File: src/rtl/nvme_defines.sv
// Shared NVMe submission-path constants, FSM encoding and command payload type.
package nvme_defines;

    localparam int unsigned TRACK_NUM          = 16;
    localparam int unsigned REQ_ID_BITS        = 8;
    localparam int unsigned CMD_ACTION_ID_BITS = 4;
    localparam int unsigned CMD_QUEUE_ID_BITS  = 4;
    localparam int unsigned CID_BITS           = REQ_ID_BITS + CMD_ACTION_ID_BITS + CMD_QUEUE_ID_BITS;
    localparam int unsigned SQ_INDEX_BITS      = 2;
    localparam int unsigned NUM_SQ             = 2 ** SQ_INDEX_BITS;
    localparam int unsigned NUM_ACTIONS        = 2 ** CMD_ACTION_ID_BITS;
    localparam int unsigned OUT_BITS           = $clog2(TRACK_NUM + 1);

    // Physical SQ map: admin and I/O queues of the two SSDs are interleaved.
    localparam logic [SQ_INDEX_BITS-1:0] CMD_SSD0_Q0 = 2'd0;
    localparam logic [SQ_INDEX_BITS-1:0] CMD_SSD1_Q0 = 2'd1;
    localparam logic [SQ_INDEX_BITS-1:0] CMD_SSD0_Q1 = 2'd2;
    localparam logic [SQ_INDEX_BITS-1:0] CMD_SSD1_Q1 = 2'd3;

    typedef enum logic [2:0] {
        SQ_IDLE  = 3'd0,
        SQ_BEAT0 = 3'd1,
        SQ_BEAT1 = 3'd2,
        SQ_BEAT2 = 3'd3,
        SQ_BEAT3 = 3'd4,
        SQ_DBELL = 3'd5
    } sq_state_e;

    typedef struct packed {
        logic [SQ_INDEX_BITS-1:0] q;
        logic [63:0]              lba;
        logic [15:0]              nlb;
        logic [63:0]              prp;
    } sq_cmd_t;

    function automatic logic is_admin_q(input logic [SQ_INDEX_BITS-1:0] q);
        return (q == CMD_SSD0_Q0) || (q == CMD_SSD1_Q0);
    endfunction

endpackage

File: src/rtl/nvme_sq_issue.sv
// Builds 64-byte NVMe I/O commands into the Tx buffer and rings the SQ doorbell.
// Optional NVME_SQ_ISSUE_RETIRE_CHECK_EN: sticky retire_err on retire underflow.
module nvme_sq_issue
    import nvme_defines::*;
#(
    parameter int unsigned TX_ADDR_BITS  = 10,
    parameter int unsigned SQ_DEPTH_BITS = 6
) (
    input  logic                          axi_aclk,
    input  logic                          axi_aresetn,
    input  logic                          cmd_valid,
    output logic                          cmd_ready,
    input  logic [CMD_ACTION_ID_BITS-1:0] cmd_action_id,
    input  logic [SQ_INDEX_BITS-1:0]      cmd_q_index,
    input  logic [7:0]                    cmd_opcode,
    input  logic [63:0]                   cmd_lba,
    input  logic [15:0]                   cmd_nlb,
    input  logic [63:0]                   cmd_prp,
    output logic                          tx_write_valid,
    output logic [TX_ADDR_BITS-1:0]       tx_waddr,
    output logic [127:0]                  tx_wdata,
    output logic                          sq_doorbell,
    output logic [SQ_INDEX_BITS-1:0]      sq_doorbell_index,
    output logic [SQ_DEPTH_BITS-1:0]      sq_doorbell_tail,
    input  logic                          sq_credit_return,
    input  logic [SQ_INDEX_BITS-1:0]      sq_credit_index,
    input  logic                          retire_valid,
    input  logic [CMD_ACTION_ID_BITS-1:0] retire_action_id,
    output logic [NUM_ACTIONS-1:0]        issue_pending,
    output logic                          retire_err
);

    localparam logic [SQ_DEPTH_BITS-1:0] CREDIT_MAX = '1;

    sq_state_e                   state, state_d;
    sq_cmd_t                     cur;
    logic                        run;
    logic                        accept;
    logic [CID_BITS-1:0]         cid_now;
    logic [REQ_ID_BITS-1:0]      req_idx     [NUM_ACTIONS];
    logic [OUT_BITS-1:0]         outstanding [NUM_ACTIONS];
    logic [OUT_BITS-1:0]         out_d       [NUM_ACTIONS];
    logic [SQ_DEPTH_BITS-1:0]    tail        [NUM_SQ];
    logic [SQ_DEPTH_BITS-1:0]    credit      [NUM_SQ];
    logic [SQ_DEPTH_BITS-1:0]    credit_d    [NUM_SQ];

    logic                        tx_valid_d;
    logic [TX_ADDR_BITS-1:0]     tx_addr_d;
    logic [127:0]                tx_data_d;
    logic                        db_d;
    logic [SQ_INDEX_BITS-1:0]    db_idx_d;
    logic [SQ_DEPTH_BITS-1:0]    db_tail_d;

    function automatic logic [TX_ADDR_BITS-1:0] beat_addr(input logic [SQ_INDEX_BITS-1:0] q,
                                                           input logic [SQ_DEPTH_BITS-1:0] t,
                                                           input logic [1:0]               b);
        return TX_ADDR_BITS'({q, t, b});
    endfunction

    // run keeps cmd_ready low while reset is held.
    assign cmd_ready = run && (state == SQ_IDLE)
                     && (outstanding[cmd_action_id] < OUT_BITS'(TRACK_NUM))
                     && (credit[cmd_q_index] != '0)
                     && !is_admin_q(cmd_q_index);
    assign accept    = cmd_valid && cmd_ready;
    assign cid_now   = {req_idx[cmd_action_id], cmd_action_id, CMD_QUEUE_ID_BITS'(cmd_q_index)};

    always_ff @(posedge axi_aclk or negedge axi_aresetn) begin
        if (!axi_aresetn) state <= SQ_IDLE;
        else              state <= state_d;
    end

    // Next state plus next values of the registered Tx/doorbell outputs.
    always_comb begin
        state_d    = state;
        tx_valid_d = 1'b0;
        tx_addr_d  = '0;
        tx_data_d  = '0;
        db_d       = 1'b0;
        db_idx_d   = sq_doorbell_index;
        db_tail_d  = sq_doorbell_tail;
        case (state)
            SQ_IDLE: begin
                if (accept) begin
                    state_d    = SQ_BEAT0;
                    tx_valid_d = 1'b1;
                    tx_addr_d  = beat_addr(cmd_q_index, tail[cmd_q_index], 2'd0);
                    tx_data_d  = {64'h0, 32'd1, cid_now, 8'h00, cmd_opcode};
                end
            end
            SQ_BEAT0: begin
                state_d    = SQ_BEAT1;
                tx_valid_d = 1'b1;
                tx_addr_d  = beat_addr(cur.q, tail[cur.q], 2'd1);
                tx_data_d  = {cur.prp, 64'h0};
            end
            SQ_BEAT1: begin
                state_d    = SQ_BEAT2;
                tx_valid_d = 1'b1;
                tx_addr_d  = beat_addr(cur.q, tail[cur.q], 2'd2);
                tx_data_d  = {cur.lba, 64'h0};
            end
            SQ_BEAT2: begin
                state_d    = SQ_BEAT3;
                tx_valid_d = 1'b1;
                tx_addr_d  = beat_addr(cur.q, tail[cur.q], 2'd3);
                tx_data_d  = {96'h0, 16'h0, cur.nlb};
            end
            SQ_BEAT3: begin
                state_d   = SQ_DBELL;
                db_d      = 1'b1;
                db_idx_d  = cur.q;
                db_tail_d = tail[cur.q] + SQ_DEPTH_BITS'(1);
            end
            SQ_DBELL: state_d = SQ_IDLE;
            default:  state_d = SQ_IDLE;
        endcase
    end

    // Per-action outstanding and per-queue credit; simultaneous +1/-1 cancel.
    always_comb begin
        for (int a = 0; a < NUM_ACTIONS; a++) begin
            out_d[a] = outstanding[a];
            if ((accept && cmd_action_id == CMD_ACTION_ID_BITS'(a))
                && !(retire_valid && retire_action_id == CMD_ACTION_ID_BITS'(a)))
                out_d[a] = outstanding[a] + OUT_BITS'(1);
            else if ((retire_valid && retire_action_id == CMD_ACTION_ID_BITS'(a))
                     && !(accept && cmd_action_id == CMD_ACTION_ID_BITS'(a))
                     && outstanding[a] != '0)
                out_d[a] = outstanding[a] - OUT_BITS'(1);
        end
        for (int q = 0; q < NUM_SQ; q++) begin
            credit_d[q] = credit[q];
            if ((accept && cmd_q_index == SQ_INDEX_BITS'(q))
                && !(sq_credit_return && sq_credit_index == SQ_INDEX_BITS'(q)))
                credit_d[q] = credit[q] - SQ_DEPTH_BITS'(1);
            else if ((sq_credit_return && sq_credit_index == SQ_INDEX_BITS'(q))
                     && !(accept && cmd_q_index == SQ_INDEX_BITS'(q))
                     && credit[q] != CREDIT_MAX)
                credit_d[q] = credit[q] + SQ_DEPTH_BITS'(1);
        end
    end

    always_ff @(posedge axi_aclk or negedge axi_aresetn) begin
        if (!axi_aresetn) begin
            run               <= 1'b0;
            cur               <= '0;
            tx_write_valid    <= 1'b0;
            tx_waddr          <= '0;
            tx_wdata          <= '0;
            sq_doorbell       <= 1'b0;
            sq_doorbell_index <= '0;
            sq_doorbell_tail  <= '0;
            issue_pending     <= '0;
            for (int a = 0; a < NUM_ACTIONS; a++) begin
                req_idx[a]     <= '0;
                outstanding[a] <= '0;
            end
            for (int q = 0; q < NUM_SQ; q++) begin
                tail[q]   <= '0;
                credit[q] <= CREDIT_MAX;
            end
        end else begin
            run               <= 1'b1;
            tx_write_valid    <= tx_valid_d;
            tx_waddr          <= tx_addr_d;
            tx_wdata          <= tx_data_d;
            sq_doorbell       <= db_d;
            sq_doorbell_index <= db_idx_d;
            sq_doorbell_tail  <= db_tail_d;
            if (accept) begin
                cur <= '{q: cmd_q_index, lba: cmd_lba, nlb: cmd_nlb, prp: cmd_prp};
                req_idx[cmd_action_id] <= (req_idx[cmd_action_id] == REQ_ID_BITS'(TRACK_NUM - 1))
                                        ? '0 : req_idx[cmd_action_id] + REQ_ID_BITS'(1);
            end
            if (state == SQ_BEAT3)
                tail[cur.q] <= tail[cur.q] + SQ_DEPTH_BITS'(1);
            for (int a = 0; a < NUM_ACTIONS; a++) begin
                outstanding[a]   <= out_d[a];
                issue_pending[a] <= (out_d[a] != '0);
            end
            for (int q = 0; q < NUM_SQ; q++)
                credit[q] <= credit_d[q];
        end
    end

`ifdef NVME_SQ_ISSUE_RETIRE_CHECK_EN
    logic underflow;

    assign underflow = retire_valid && (outstanding[retire_action_id] == '0)
                     && !(accept && cmd_action_id == retire_action_id);

    always_ff @(posedge axi_aclk or negedge axi_aresetn) begin
        if (!axi_aresetn)   retire_err <= 1'b0;
        else if (underflow) retire_err <= 1'b1;
    end
`else
    assign retire_err = 1'b0;
`endif

endmodule

File: config.mk
export PLATFORM = sky130hd
export DESIGN_NAME = nvme_sq_issue
export DESIGN_NICKNAME = d
export VERILOG_FILES = /design/src/rtl/nvme_defines.sv /design/src/rtl/nvme_sq_issue.sv
export SDC_FILE = /design/constraint.sdc
export NUM_CORES = 1
export LEC_CHECK = 0
export ABC_CLOCK_PERIOD_IN_PS = 4500
export CAP_MARGIN = 20
export CORE_MARGIN = 4
export CORE_UTILIZATION = 35
export DETAILED_ROUTE_END_ITERATION = 12
export GPL_ROUTABILITY_DRIVEN = 0
export SLEW_MARGIN = 10
export SYNTH_ARGS = -nofsm -noshare
export SYNTH_HDL_FRONTEND = slang
export SYNTH_SLANG_ARGS = --single-unit
export TNS_END_PERCENT = 1
File: constraint.sdc
create_clock -name axi_aclk -period 4.5 [get_ports axi_aclk]
set_clock_uncertainty 0.2 [all_clocks]
set_input_delay 1.35 -clock axi_aclk [delete_from_list [all_inputs] [get_ports axi_aclk]]
set_output_delay 1.35 -clock axi_aclk [all_outputs]
set_load 0.03 [all_outputs]
==> metrics.yaml, run 1 <==
routing:
  wl_per_cell_um: 19.3
  post_drt_via_cell_ratio: 5.18
  vias: 17500
  final_antenna_net_count: 0
  dr.first_iter.drc_count: 1429
  wirelength_um: 65100
  first_pass_iters: 5
  drcViolationCount: 0
clocking:
  numCtsBuffers: 57
  clk_pin_slew_ns: 0.07
  holdBufCountCts: 0
  cts_max_path_buffers: 3
  cts_tree: "yes"
  cts.sinks: 525
  clockRootBuffer: "clkbuf_16"
  clkLatencyLatePin_ns: 0.62
  htreeDepth: 2
floorplan:
  ios: 335
  start_util: 0.354
  fp.dieH_um: 269
  rows: 95
  core_um2: 67400
  die_w_um: 269
  die_area_um2: 72500
logic_synthesis:
  yosysTopAreaCell: "dfrtp_1"
  avgSynthCellArea_um2: 11.7
  synth.cell_area_um2: 23900
  synth_cells: 2045
  ys_seq_area_frac: 0.551
  yosysWarnings: 0
  ys_ff_latch: 525
  synth.distinct_cells: 88
  async_flop_share: 1.00
  synthFlopType: "dfrtp_1"
  synthTopCellsByArea: "dfrtp_1, mux2_2, mux4_2, nand2_1, o21ai_0"
  synth_top_area_share: 0.538
  synth-edff-count: 0
pwr:
  total_power_w: 0.0177
  clkPwrFrac: 0.286
  p_int_w: 0.0119
  power_switching_w: 0.00586
  p_seq_frac: 0.409
  combPwrFrac: 0.305
  power_density_nw_per_um2: 574
  leakage_nw: 13.7
  ir_worst_vdd_uv: 302
  p_sw_frac: 0.331
min_path:
  min_path_type: "reg2reg"
cells_and_area:
  final_area_um2: 30900
  final_nets: 2676
  areaGrowthSynthToFinish_pct: 29.3
  stdcell_count: 3384
  drive_gt1_frac: 0.209
sta:
  rsz0062_at_grt: "no"
  setup_viol: 0
  tightestPinTransition_ns: 0.904
  fin_crit_sh: 0.989
  min_period_ns: 4.45
  finalHoldViolCount: 0
  slew-limit-headroom: 0.397
  drv_slew: 0
  fmax_mhz: 225
global_route:
  top_usage_layer: "met2"
  use_met3: 0.0313
  grt_pass1_wl_um: 104000
  antenna_found_initial: 3
  track_usage: 0.176
  grtUsageMet2: 0.297
  use_met1: 0.237
  grt_max_degree: 109
  grt.overflow.total: 0
  grt_pass1_vias: 18100
placement:
  port_buffers: 300
  placed_cells: 3276
  hpwlAfterDp_um: 47300
  place_area_um2: 28800
critical_path:
  arrival_ns: 2.90
  endpoint_kind: "primary output"
  critPathKind: "in2out"
  worstPathMaxFanout: 2
  crit_path_start_kind: "input port"
  worstPathRequired_ns: 2.95
outcome:
  status: "completed"
run:
  maxCapViolCount: 0
==> cell type report <==
type                            count  area (um2)
Fill cell                        6101       36500
Sequential cell                   525       13200
Multi-Input combinational cell   1359        9960
Timing Repair Buffer              468        4400
Clock buffer                       71        1570
Tap cell                          873        1090
Clock inverter                     34         490
Inverter                           52         200
Antenna cell                        2        5.00
==> Yosys cell counts, types with 35 or more instances <==
master,instances
nand2_1,223
dfrtp_1,513
ha_1,42
nor3_1,38
a22oi_1,35
buf_4,38
mux2_2,166
o21ai_0,145
clkbuf_1,65
xnor2_1,41
a22o_1,69
inv_1,51
nand3_1,47
a21oi_1,54
nor2_1,106
mux4_2,48
==> repair_timing <==
item / 4_1_cts / 5_1_grt
setup buffers: 1 / 0
endpoints found under the setup margin: 1 / 1
pin swaps: 1 / 2
resized for setup: 6 / 4
==> power groups by stage <==
stage	clock network, W	registers, W	logic (W)
after global routing	0.00541	0.00744	0.00589
after CTS	0.00522	0.00724	0.00545
after detailed placement	0	0.00730	0.00542
after floorplan	0	0.00762	0.00302
final	0.00507	0.00724	0.00541
after global placement	0	0.00724	0.00525
==> stage by stage <==
step                      TNS [ns]   util  worst slack (ns)  hold WS, ns
after floorplan                  0      -            0.0103        0.233
after global placement       -6.69  0.427            -0.333        0.249
after detailed placement    -12.52  0.427            -0.447        0.252
after CTS                        0  0.458            0.0145        0.267
after global routing             0  0.458            0.0138        0.290
final                            0  0.458            0.0498        0.267
==> registers in the layout (all words and copies together), names as in the netlist <==
| name | flops |
|---|---|
| cur | 146 |
| req_idx | 128 |
| tx_wdata | 95 |
| outstanding | 80 |
| tail | 24 |
| issue_pending | 16 |
| credit | 12 |
| tx_waddr | 10 |
| sq_doorbell_tail | 6 |
| state | 3 |
| sq_doorbell_index | 2 |
| run | 1 |
| sq_doorbell | 1 |
| tx_write_valid | 1 |
==> layout by cell type, fill, tap and decap left out, drive strengths merged, types with 24 or more instances in the layout <==
| cell type | n |
|---|---|
| a21oi | 54 |
| a22o | 69 |
| a22oi | 35 |
| and2 | 24 |
| buf | 172 |
| clkbuf | 71 |
| clkdlybuf4s50 | 294 |
| conb | 35 |
| dfrtp | 513 |
| ha | 42 |
| inv | 54 |
| mux2 | 167 |
| mux4 | 48 |
| nand2 | 223 |
| nand3 | 48 |
| nand4 | 26 |
| nor2 | 108 |
| nor3 | 39 |
| o21ai | 147 |
| xnor2 | 41 |
==> logic make-up (layout without fill, tap and decap cells) <==
family / after synthesis / after routing / share of synthesized area
other cells: 2 / 37 / 0.000315
compound gates: 411 / 411 / 0.115
xor+xnor: 51 / 51 / 0.0187
fa+ha+maj: 44 / 44 / 0.0237
mux: 233 / 233 / 0.132
flops: 525 / 525 / 0.551
buf+inv: 194 / 625 / 0.0391
simple gates: 585 / 585 / 0.121
==> worst max-delay path: stages <==
cell             delay, ns
clkdlybuf4s50_1       0.50
nand3b_1              0.16
a211oi_4              0.31
buf_6                 0.16
nand2_1               0.08
nor2_4                0.18
buf_6                 0.15
==> path summary, 6_finish.rpt <==
kind                                          from                        end  slack [ns]  depth (start not counted)
setup / recovery                    cmd_q_index[1]                  cmd_ready        0.05                          7
hold / removal             req_idx[65]$_DFFE_PN0P_    req_idx[65]$_DFFE_PN0P_        0.27                          2
setup reg to reg              state[1]$_DFFE_PN0P_     credit[11]$_DFFE_PN1P_        0.73                         16
hold reg to reg            req_idx[65]$_DFFE_PN0P_    req_idx[65]$_DFFE_PN0P_        0.27                          2
max in group asynchronous              axi_aresetn  outstanding[71]$_DFF_PN0_        2.64                          2
min in group asynchronous              axi_aresetn     tx_wdata[13]$_DFF_PN0_        0.53                          1
==> per-layer routing <==
metal	routed length, um	vias up
met3	3570	92
met2	31700	481
met4	1280	2
li1	-	8117
met5	13	-
met1	28600	8845
No activity file was read; power rests on OpenSTA's default activity.
==> run 2: changes to the inputs <==
--- a/config.mk
+++ b/config.mk
@@ -6,7 +6,7 @@
 export NUM_CORES = 1
 export LEC_CHECK = 0
 export ABC_CLOCK_PERIOD_IN_PS = 4500
-export CAP_MARGIN = 20
+export CAP_MARGIN = 0
 export CORE_MARGIN = 4
 export CORE_UTILIZATION = 35
 export DETAILED_ROUTE_END_ITERATION = 12
==> results of run 2 <==
The final DEF is identical to that of run 1; final timing and power are the same.
==> run 3: changes to the inputs <==
--- a/config.mk
+++ b/config.mk
@@ -9,6 +9,7 @@
 export CAP_MARGIN = 0
 export CORE_MARGIN = 4
 export CORE_UTILIZATION = 35
+export CTS_CLUSTER_DIAMETER = 100
 export DETAILED_ROUTE_END_ITERATION = 12
 export GPL_ROUTABILITY_DRIVEN = 0
 export SLEW_MARGIN = 10
==> metrics.yaml, run 3 (same netlist as run 1, synthesis figures left out) <==
floorplan:
  ios: 335  # unchanged
  die_w_um: 269  # unchanged
  rows: 95  # unchanged
  core_um2: 67400  # unchanged
  die_area_um2: 72500  # unchanged
  start_util: 0.354  # unchanged
  fp.dieH_um: 269  # unchanged
global_route:
  use_met3: 0.0313  # unchanged
  antenna_found_initial: 3  # unchanged
  top_usage_layer: "met2"
  grt.overflow.total: 0  # unchanged
  grtUsageMet2: 0.298  # +0.000472
  grt_pass1_vias: 18100  # +0.14%
  track_usage: 0.176  # about the same
  use_met1: 0.237  # -0.000418
  grt_max_degree: 109  # unchanged
  grt_pass1_wl_um: 104000  # about the same
sta:
  min_period_ns: 4.46  # +0.0118 ns
  slew-limit-headroom: 0.405  # +0.00756
  fin_crit_sh: 0.992  # +0.00262
  rsz0062_at_grt: "no"
  whs_ns: 0.266  # -0.00109 ns
  finalHoldViolCount: 0  # unchanged
  tightestPinTransition_ns: 0.892  # -0.0113 ns
  setup_viol: 0  # unchanged
  fmax_mhz: 224  # -0.26%
  drv_slew: 0  # unchanged
placement:
  port_buffers: 300  # unchanged
  hpwlAfterDp_um: 47300  # unchanged
  placed_cells: 3276  # unchanged
critical_path:
  crit_path_start_kind: "input port"
  critPathKind: "in2out"
  worstPathRequired_ns: 2.95  # about the same
  worstPathMaxFanout: 2  # unchanged
  arrival_ns: 2.91  # about the same
  endpoint_kind: "primary output"
routing:
  vias: 17600  # +0.097%
  final_antenna_net_count: 0  # unchanged
  post_drt_via_cell_ratio: 5.18  # about the same
  wirelength_um: 65200  # +0.11%
  dr.first_iter.drc_count: 1318  # -7.8%
  drcViolationCount: 0  # unchanged
  first_pass_iters: 7  # +2
  wl_per_cell_um: 19.2  # about the same
clocking:
  clkLatencyLatePin_ns: 0.64  # +0.02 ns
  cts_tree: "yes"
  cts.sinks: 525  # unchanged
  cts_max_path_buffers: 3  # unchanged
  clk_pin_slew_ns: 0.06  # about the same
  numCtsBuffers: 58  # +1.8%
  clockRootBuffer: "clkbuf_16"
  htreeDepth: 2  # unchanged
  holdBufCountCts: 0  # unchanged
cells_and_area:
  final_cell_mix: "dfrtp_1, clkdlybuf4s50_1, nand2_1"
  largest_reg_flops: 146  # unchanged
  final_nets: 2677  # +0.037%
  drive_gt1_frac: 0.210  # +0.000945
  largest-register: "cur"
  mostFrequentLayoutCell: "dfrtp_1"
  stdcell_count: 3388  # +0.12%
  multi_input_area_um2: 9960  # unchanged
  num-fill-cells: 6098  # -0.049%
  areaGrowthSynthToFinish_pct: 29.5
  ff_latch_area_um2: 13200  # unchanged
  top_regs: "cur x146, req_idx x128, tx_wdata x95"
pwr:
  power_density_nw_per_um2: 576  # +0.40%
  ir_worst_vdd_uv: 336  # +11%
  leakage_nw: 13.7  # +0.17%
outcome:
  status: "completed"
min_path:
  min_path_type: "reg2reg"
run:
  maxCapViolCount: 0  # unchanged
run 3: cell count changes in the layout (fill, tap and decap cells not counted), sizes merged:
cell	change
clkbuf	+1
inv	+1
clkinvlp	+1
diode	+1
run 3: repair_timing:
action / CTS / global route
buffers inserted: 1 / 0
pin swaps: 1 / 2
resized for setup: 6 / 4
endpoints found under the setup margin: 1 / 1
run 3: area by class of cell:
| type | instances | area share |
|---|---|---|
| Sequential cell | 525 | 0.425 |
| Multi-Input combinational cell | 1359 | 0.322 |
| Timing Repair Buffer | 468 | 0.142 |
| Clock buffer | 72 | 0.0515 |
| Tap cell | 873 | 0.0353 |
| Clock inverter | 36 | 0.0169 |
| Inverter | 52 | 0.00647 |
| Antenna cell | 3 | 0.000243 |
run 3: final timing paths:
check	from	endpoint	slack, ns	depth (start not counted)
max in group asynchronous	axi_aresetn	outstanding[71]$_DFF_PN0_	2.63	2
max reg2reg	state[1]$_DFFE_PN0P_	credit[11]$_DFFE_PN1P_	0.71	16
min reg2reg	cur[108]$_DFFE_PN0N_	tx_wdata[92]$_DFF_PN0_	0.27	1
min	cur[108]$_DFFE_PN0N_	tx_wdata[92]$_DFF_PN0_	0.27	1
max	cmd_q_index[1]	cmd_ready	0.04	7
min in group asynchronous	axi_aresetn	tx_wdata[13]$_DFF_PN0_	0.54	1
run 3: critical path, cell delays in order:
cell and delay, ns:
clkdlybuf4s50_1 0.50, nand3b_1 0.17, a211oi_4 0.32, buf_6 0.16, nand2_1 0.08, nor2_4 0.18
buf_6 0.15
run 3: through the flow:
step / setup slack, ns / area [um2] / power (W) / util / TNS (ns)
after floorplan: 0.0103 / 24000 / 0.0106 / - / 0
after global placement: -0.333 / 28800 / 0.0125 / 0.427 / -6.69
after detailed placement: -0.447 / 28800 / 0.0127 / 0.427 / -12.52
after CTS: 0.0145 / 30900 / 0.0180 / 0.459 / 0
after global routing: 0.0138 / 30900 / 0.0188 / 0.459 / 0
final: 0.0380 / 30900 / 0.0178 / 0.459 / 0
run 3: report_power, final:
group | internal [W] | total (W) | leakage, nW | switching (W)
clock | 0.00311 | 0.00517 | 1.03 | 0.00206
sequential | 0.00621 | 0.00724 | 6.78 | 0.00104
combinational | 0.00260 | 0.00541 | 5.90 | 0.00281
run 3: per-layer routing:
metal,wire length [um],part of all wire,up-vias
met5,13,0.00020,-
met4,1380,0.021,2
met3,3500,0.054,95
met2,31700,0.49,466
met1,28700,0.44,8857
li1,-,-,8134
